[src/rtl/mips_multicycle.sv]
// Multicycle MIPS core: one shared ALU, one unified memory port with a
// req/ready handshake, and a control FSM taking 3-5 states per instruction.
// Ports:
//   clk, rst        clock, async active-high reset
//   mem_req/mem_we  memory request / write enable
//   mem_addr        byte address (PC on fetch, ALUOut on data access)
//   mem_wdata       store data (rt value latched in DECODE)
//   mem_rdata       read data, valid while mem_ready is high
//   mem_ready       access completes on a clock edge with mem_req && mem_ready
//   pc              current PC
//   illegal         sticky: unsupported instruction decoded, core halted
module mips_multicycle #(
    parameter logic [31:0] RESET_PC  = 32'h0000_0000,
    parameter int unsigned REG_COUNT = 32
) (
    input  logic        clk,
    input  logic        rst,
    output logic        mem_req,
    output logic        mem_we,
    output logic [31:0] mem_addr,
    output logic [31:0] mem_wdata,
    input  logic [31:0] mem_rdata,
    input  logic        mem_ready,
    output logic [31:0] pc,
    output logic        illegal
);

    localparam int NREG = int'(REG_COUNT);
    localparam int RW   = $clog2(NREG);

    localparam logic [5:0] OP_R    = 6'h00;
    localparam logic [5:0] OP_J    = 6'h02;
    localparam logic [5:0] OP_BEQ  = 6'h04;
    localparam logic [5:0] OP_ADDI = 6'h08;
    localparam logic [5:0] OP_LW   = 6'h23;
    localparam logic [5:0] OP_SW   = 6'h2B;

    typedef enum logic [3:0] {
        S_FETCH, S_DECODE, S_MEMADR, S_MEMRD, S_MEMWB, S_MEMWR, S_EXEC,
        S_ALUWB, S_ADDIEX, S_ADDIWB, S_BRANCH, S_JUMP, S_HALT
    } state_t;

    typedef enum logic [2:0] {
        ALU_ADD, ALU_SUB, ALU_AND, ALU_OR, ALU_SLT
    } alu_fn_t;

    state_t state_q, state_d;

    logic [31:0] pc_q, pc_d;
    logic [31:0] ir_q, ir_d;
    logic [31:0] a_q, a_d;
    logic [31:0] b_q, b_d;
    logic [31:0] alu_q, alu_d;
    logic [31:0] mdr_q, mdr_d;
    logic [31:0] regs_q [NREG];

    logic          rf_we;
    logic [RW-1:0] rf_widx;
    logic [31:0]   rf_wdata;

    logic [5:0]    op;
    logic [5:0]    funct;
    logic [RW-1:0] rs_idx, rt_idx, rd_idx;
    logic [31:0]   imm_sext;
    logic [31:0]   rf_a, rf_b;
    logic          funct_ok;

    logic [31:0] alu_a, alu_b, alu_y;
    alu_fn_t     alu_fn, r_fn;

    // Register indices always come from the latched IR.
    assign op       = ir_q[31:26];
    assign funct    = ir_q[5:0];
    assign rs_idx   = ir_q[21 +: RW];
    assign rt_idx   = ir_q[16 +: RW];
    assign rd_idx   = ir_q[11 +: RW];
    assign imm_sext = {{16{ir_q[15]}}, ir_q[15:0]};

    assign rf_a = (rs_idx == '0) ? '0 : regs_q[rs_idx];
    assign rf_b = (rt_idx == '0) ? '0 : regs_q[rt_idx];

    always_comb begin
        r_fn     = ALU_ADD;
        funct_ok = 1'b1;
        unique case (funct)
            6'h20:   r_fn = ALU_ADD;
            6'h22:   r_fn = ALU_SUB;
            6'h24:   r_fn = ALU_AND;
            6'h25:   r_fn = ALU_OR;
            6'h2A:   r_fn = ALU_SLT;
            default: funct_ok = 1'b0;
        endcase
    end

    // Shared ALU operand select: pc+4 in FETCH, branch target in DECODE.
    always_comb begin
        alu_a  = pc_q;
        alu_b  = 32'd4;
        alu_fn = ALU_ADD;
        unique case (state_q)
            S_DECODE: alu_b = {imm_sext[29:0], 2'b00};
            S_MEMADR, S_ADDIEX: begin
                alu_a = a_q;
                alu_b = imm_sext;
            end
            S_EXEC: begin
                alu_a  = a_q;
                alu_b  = b_q;
                alu_fn = r_fn;
            end
            default: ;
        endcase
    end

    always_comb begin
        unique case (alu_fn)
            ALU_SUB: alu_y = alu_a - alu_b;
            ALU_AND: alu_y = alu_a & alu_b;
            ALU_OR:  alu_y = alu_a | alu_b;
            ALU_SLT: alu_y = {31'd0, $signed(alu_a) < $signed(alu_b)};
            default: alu_y = alu_a + alu_b;
        endcase
    end

    always_comb begin
        state_d  = state_q;
        pc_d     = pc_q;
        ir_d     = ir_q;
        a_d      = a_q;
        b_d      = b_q;
        alu_d    = alu_q;
        mdr_d    = mdr_q;
        rf_we    = 1'b0;
        rf_widx  = rt_idx;
        rf_wdata = alu_q;
        mem_req  = 1'b0;
        mem_we   = 1'b0;
        mem_addr = pc_q;
        unique case (state_q)
            S_FETCH: begin
                mem_req = 1'b1;
                if (mem_ready) begin
                    ir_d    = mem_rdata;
                    pc_d    = alu_y;
                    state_d = S_DECODE;
                end
            end
            S_DECODE: begin
                a_d   = rf_a;
                b_d   = rf_b;
                alu_d = alu_y;
                unique case (1'b1)
                    (op == OP_LW || op == OP_SW): state_d = S_MEMADR;
                    (op == OP_R && funct_ok):     state_d = S_EXEC;
                    (op == OP_BEQ):               state_d = S_BRANCH;
                    (op == OP_ADDI):              state_d = S_ADDIEX;
                    (op == OP_J):                 state_d = S_JUMP;
                    default:                      state_d = S_HALT;
                endcase
            end
            S_MEMADR: begin
                alu_d   = alu_y;
                state_d = (op == OP_LW) ? S_MEMRD : S_MEMWR;
            end
            S_MEMRD: begin
                mem_req  = 1'b1;
                mem_addr = alu_q;
                if (mem_ready) begin
                    mdr_d   = mem_rdata;
                    state_d = S_MEMWB;
                end
            end
            S_MEMWB: begin
                rf_we    = 1'b1;
                rf_wdata = mdr_q;
                state_d  = S_FETCH;
            end
            S_MEMWR: begin
                mem_req  = 1'b1;
                mem_we   = 1'b1;
                mem_addr = alu_q;
                if (mem_ready) state_d = S_FETCH;
            end
            S_EXEC: begin
                alu_d   = alu_y;
                state_d = S_ALUWB;
            end
            S_ALUWB: begin
                rf_we   = 1'b1;
                rf_widx = rd_idx;
                state_d = S_FETCH;
            end
            S_ADDIEX: begin
                alu_d   = alu_y;
                state_d = S_ADDIWB;
            end
            S_ADDIWB: begin
                rf_we   = 1'b1;
                state_d = S_FETCH;
            end
            S_BRANCH: begin
                if (a_q == b_q) pc_d = alu_q;
                state_d = S_FETCH;
            end
            S_JUMP: begin
                pc_d    = {pc_q[31:28], ir_q[25:0], 2'b00};
                state_d = S_FETCH;
            end
            S_HALT: ;
            default: ;
        endcase
    end

    always_ff @(posedge clk or posedge rst) begin
        if (rst) begin
            state_q <= S_FETCH;
            pc_q    <= RESET_PC;
            ir_q    <= '0;
            a_q     <= '0;
            b_q     <= '0;
            alu_q   <= '0;
            mdr_q   <= '0;
        end else begin
            state_q <= state_d;
            pc_q    <= pc_d;
            ir_q    <= ir_d;
            a_q     <= a_d;
            b_q     <= b_d;
            alu_q   <= alu_d;
            mdr_q   <= mdr_d;
        end
    end

    // $0 is never written, so it stays at its reset value of zero.
    always_ff @(posedge clk or posedge rst) begin
        if (rst) begin
            for (int i = 0; i < NREG; i++) regs_q[i] <= '0;
        end else if (rf_we && rf_widx != '0) begin
            regs_q[rf_widx] <= rf_wdata;
        end
    end

    assign mem_wdata = b_q;
    assign pc        = pc_q;
    assign illegal   = (state_q == S_HALT);

endmodule

[config.mk]
export PLATFORM = sky130hd
export DESIGN_NAME = mips_multicycle
export DESIGN_NICKNAME = d
export VERILOG_FILES = /design/src/rtl/mips_multicycle.sv
export SDC_FILE = /design/constraint.sdc
export NUM_CORES = 2
export LEC_CHECK = 0
export CORE_AREA = 2 2 350 352
export CTS_CLUSTER_DIAMETER = 80
export DETAILED_ROUTE_END_ITERATION = 10
export DIE_AREA = 0 0 352 354
export GPL_TIMING_DRIVEN = 0
export PLACE_DENSITY_LB_ADDON = 0.05
export SLEW_MARGIN = 20
export SYNTH_ARGS = -nofsm -noshare
export SYNTH_HDL_FRONTEND = slang
export SYNTH_SLANG_ARGS = --single-unit
[constraint.sdc]
create_clock -name clk -period 42.7 [get_ports clk]
set_input_delay 10.675 -clock clk [delete_from_list [all_inputs] [get_ports clk]]
set_output_delay 10.675 -clock clk [all_outputs]
set_load 0.1 [all_outputs]
==> out/summary.txt <==
Outcome: finished clean
H-tree levels: 4
DRT Pass-1 Iters: 8
# nets final: 6628
Crit path launch type: register
Ys async rst share: 1.00
Critical Path RT: 32.03 ns
Post-synth top flop: dfrtp_1
Die area: 125000 um^2
Post-Syn Nets: 6313
Worst path max stage delay: 1.16 ns
Setup Skew: 0.0359 ns
Hold_buf cts: 0
Worst slew pin tran: 1.30 ns
Sw frac: 0.497
Area delta synth->final: 13.5%
CP max-delay cell: clkdlybuf4s50_1
Clk buf depth: 3
Post-Syn Instances: 6180
Gate power share: 0.564
Crit path top cell by count: clkbuf_1
# IOs: 134
Max Cap Violations: 0
Core area: 121000 um^2
FF+latch count, synth: 1220
CTS tree: yes
First-pass GRT wire length: 394 mm
Hold WC Path Type: reg -> reg
Psw: 0.00361 W
Setup CP Type: reg -> out
Detailed Place HPWL: 222 mm
Clock net sink count: 1220
Final setup viols: 0
Root buffer cell: clkbuf_16
Vias in the first global route: 54900
Port Buf Inserts: 133
GR Overflow Total: 0
Post-route core utilization: 0.622
Num CTS Buffers: 132
Fin. Hold Viols: 0
Synth top area share: 0.461
Final worst-path cycle share: 0.357
Resized cells post-CTS: 0
# rows: 128
Post-detailed-routing wire length: 275 mm
Starting Density: 0.548
Overall power: 0.00727 W
Critical path arrival: 4.57 ns
Worst slew margin: 0.130
Syn. warnings: 0
Tmin final: 15.25 ns
Largest net degree at the start of global routing: 37
DRC errors left: 0
RSZ-0062 raised after global routing: false
DR vias: 55800
Critical-path maximum fanout: 10
Avg Cell Area, Syn: 10.7 um^2
Sequential Power Share: 0.270
Leakage Power: 32.2 nW
Clock transition at path regs: 0.07 ns
Postcts setup bufs: 0
Post-synth EDFFs: 0
Internal: 0.00366 W
Die outline height: 354 um
Crit-path cells: clkbuf_1, buf_2, xnor2_1, nor3b_2, clkbuf_1, mux2_2, clkdlybuf4s50_1
Initial antenna violation count: 13
GRT Util Overall: 0.442
VDD IR-drop max: 0.0995 mV
Post-DR vias/cell: 6.79
Share of cells above drive strength 1: 0.153
Largest area contributor in the synthesized netlist: dfrtp_1
Synth Cell Area: 66200 um^2
Routed Antenna Nets: 0
GP Congestion: 1.05
Cell Pwr Density: 96.7 nW/um^2
Fmax: 65.6 MHz
Die Wd: 352 um
Post-synthesis sequential area ratio: 0.461
Clock power frac: 0.165
Starting DRT DRC Count: 7629
Post-Route Setup TNS: 0 ns
Unique masters post-synth: 85
Pins Over Slew Limit: 0
Synth top area cells: dfrtp_1 (46%), mux4_2 (17%), a21oi_1 (5.5%)
Worst Setup End Kind: output pin
DR WL/cell: 33.5 um
Skew-Pair Late Insertion Delay: 0.80 ns
==> routing by layer <==
metal	part of all wire	global-route usage	routed length [um]	up-vias
met1	0.36	0.558	99600	28300
li1	-	-	-	23200
met5	0.00051	0.00377	140	-
met4	0.078	0.297	21500	14
met2	0.45	0.671	124000	3470
met3	0.11	0.122	30100	826
==> cell families (layout without fill, tap and decap cells) <==
family / count (synthesis) / in the layout / share of synthesized area
mux: 915 / 915 / 0.233
other cells: 0 / 6 / 0
flops: 1220 / 1220 / 0.461
simple gates: 1430 / 1430 / 0.0869
buf+inv: 720 / 1138 / 0.0423
fa+ha+maj: 98 / 98 / 0.0187
compound gates: 1761 / 1761 / 0.153
xor+xnor: 36 / 36 / 0.00476
==> through the flow <==
step	std cells	worst slack [ns]	area [um^2]	hold WS (ns)
6_report	8229	27.45	75200	0.481
2_1_floorplan	6180	15.17	66200	0.441
3_5_place_dp	7985	28.29	70600	0.467
5_1_grt	8224	27.37	75200	0.501
3_3_place_gp	7938	7.81	69600	0.453
4_1_cts	8222	27.45	75100	0.484
==> area by class of cell <==
class	count	area (um^2)
diodes	6	15.0
well taps	1625	2030
repair buffers	181	2340
flip-flops and latches	1220	30500
fillers	10100	45700
clock buffers	187	3920
inverters	107	405
plain buffers	613	2440
clock inverters	50	566
multi-input cells	4240	32900
==> cells in the final DEF (no fill, tap or decap), types with 44 or more instances in the layout <==
master / instances
a21oi_1: 732
clkbuf_1: 488
o21ai_1: 96
nand2_1: 586
clkdlybuf4s50_1: 133
buf_2: 84
mux2_2: 113
inv_1: 98
clkbuf_16: 138
mux2i_1: 280
nor3_1: 44
nor2_1: 673
o22ai_1: 74
mux4_2: 487
ha_1: 96
dfrtp_1: 1220
o21ai_0: 511
o221ai_1: 82
==> critical path: cells and delay by family (launching register included) <==
family / cells / cell delay [ns]
buffers and inverters: 4 / 2.33
muxes: 1 / 0.30
DFF: 1 / 0.32
xor gates and xnor gates: 1 / 0.13
and+or+nand+nor: 1 / 0.69
==> Yosys cell counts, types with 72 or more instances <==
cell / number
o21ai_1: 96
mux4_2: 487
o22ai_1: 74
inv_1: 99
mux2_2: 113
nand2_1: 586
nor2_1: 673
clkbuf_1: 485
o21ai_0: 511
buf_2: 72
a21oi_1: 732
dfrtp_1: 1220
mux2i_1: 283
ha_1: 96
o221ai_1: 82
==> registers in the layout, indices dropped and copies added, names as in the netlist <==
name	flops
state_q	4
ir_q	32
mem_wdata	32
mdr_q	32
a_q	32
pc	32
regs_q	1024
alu_q	32
==> power by group through the flow <==
stage          clock network (W)  logic, W  registers (W)
2_1_floorplan                  0   0.00244        0.00198
3_3_place_gp                   0   0.00389        0.00194
3_5_place_dp                   0   0.00396        0.00195
4_1_cts                  0.00120   0.00398        0.00194
5_1_grt                  0.00125   0.00427        0.00200
6_report                 0.00120   0.00410        0.00196
==> final timing paths <==
| kind | from | endpoint | slack, ns | cells after the start |
|---|---|---|---|---|
| worst min-delay path | regs_q[1013]$_DFFE_PP0P_ | regs_q[1013]$_DFFE_PP0P_ | 0.48 | 1 |
| min in group asynchronous | rst | regs_q[375]$_DFFE_PP0P_ | 10.28 | 3 |
| worst max register to register | state_q[0]$_DFFE_PP0P_ | alu_q[31]$_DFFE_PP0P_ | 35.27 | 18 |
| worst min register to register | regs_q[1013]$_DFFE_PP0P_ | regs_q[1013]$_DFFE_PP0P_ | 0.48 | 1 |
| max in group asynchronous | rst | regs_q[997]$_DFFE_PP0P_ | 30.05 | 12 |
| worst max-delay path | state_q[1]$_DFFE_PP0P_ | mem_addr[28] | 27.45 | 7 |
(Power assumes the default switching activity.)
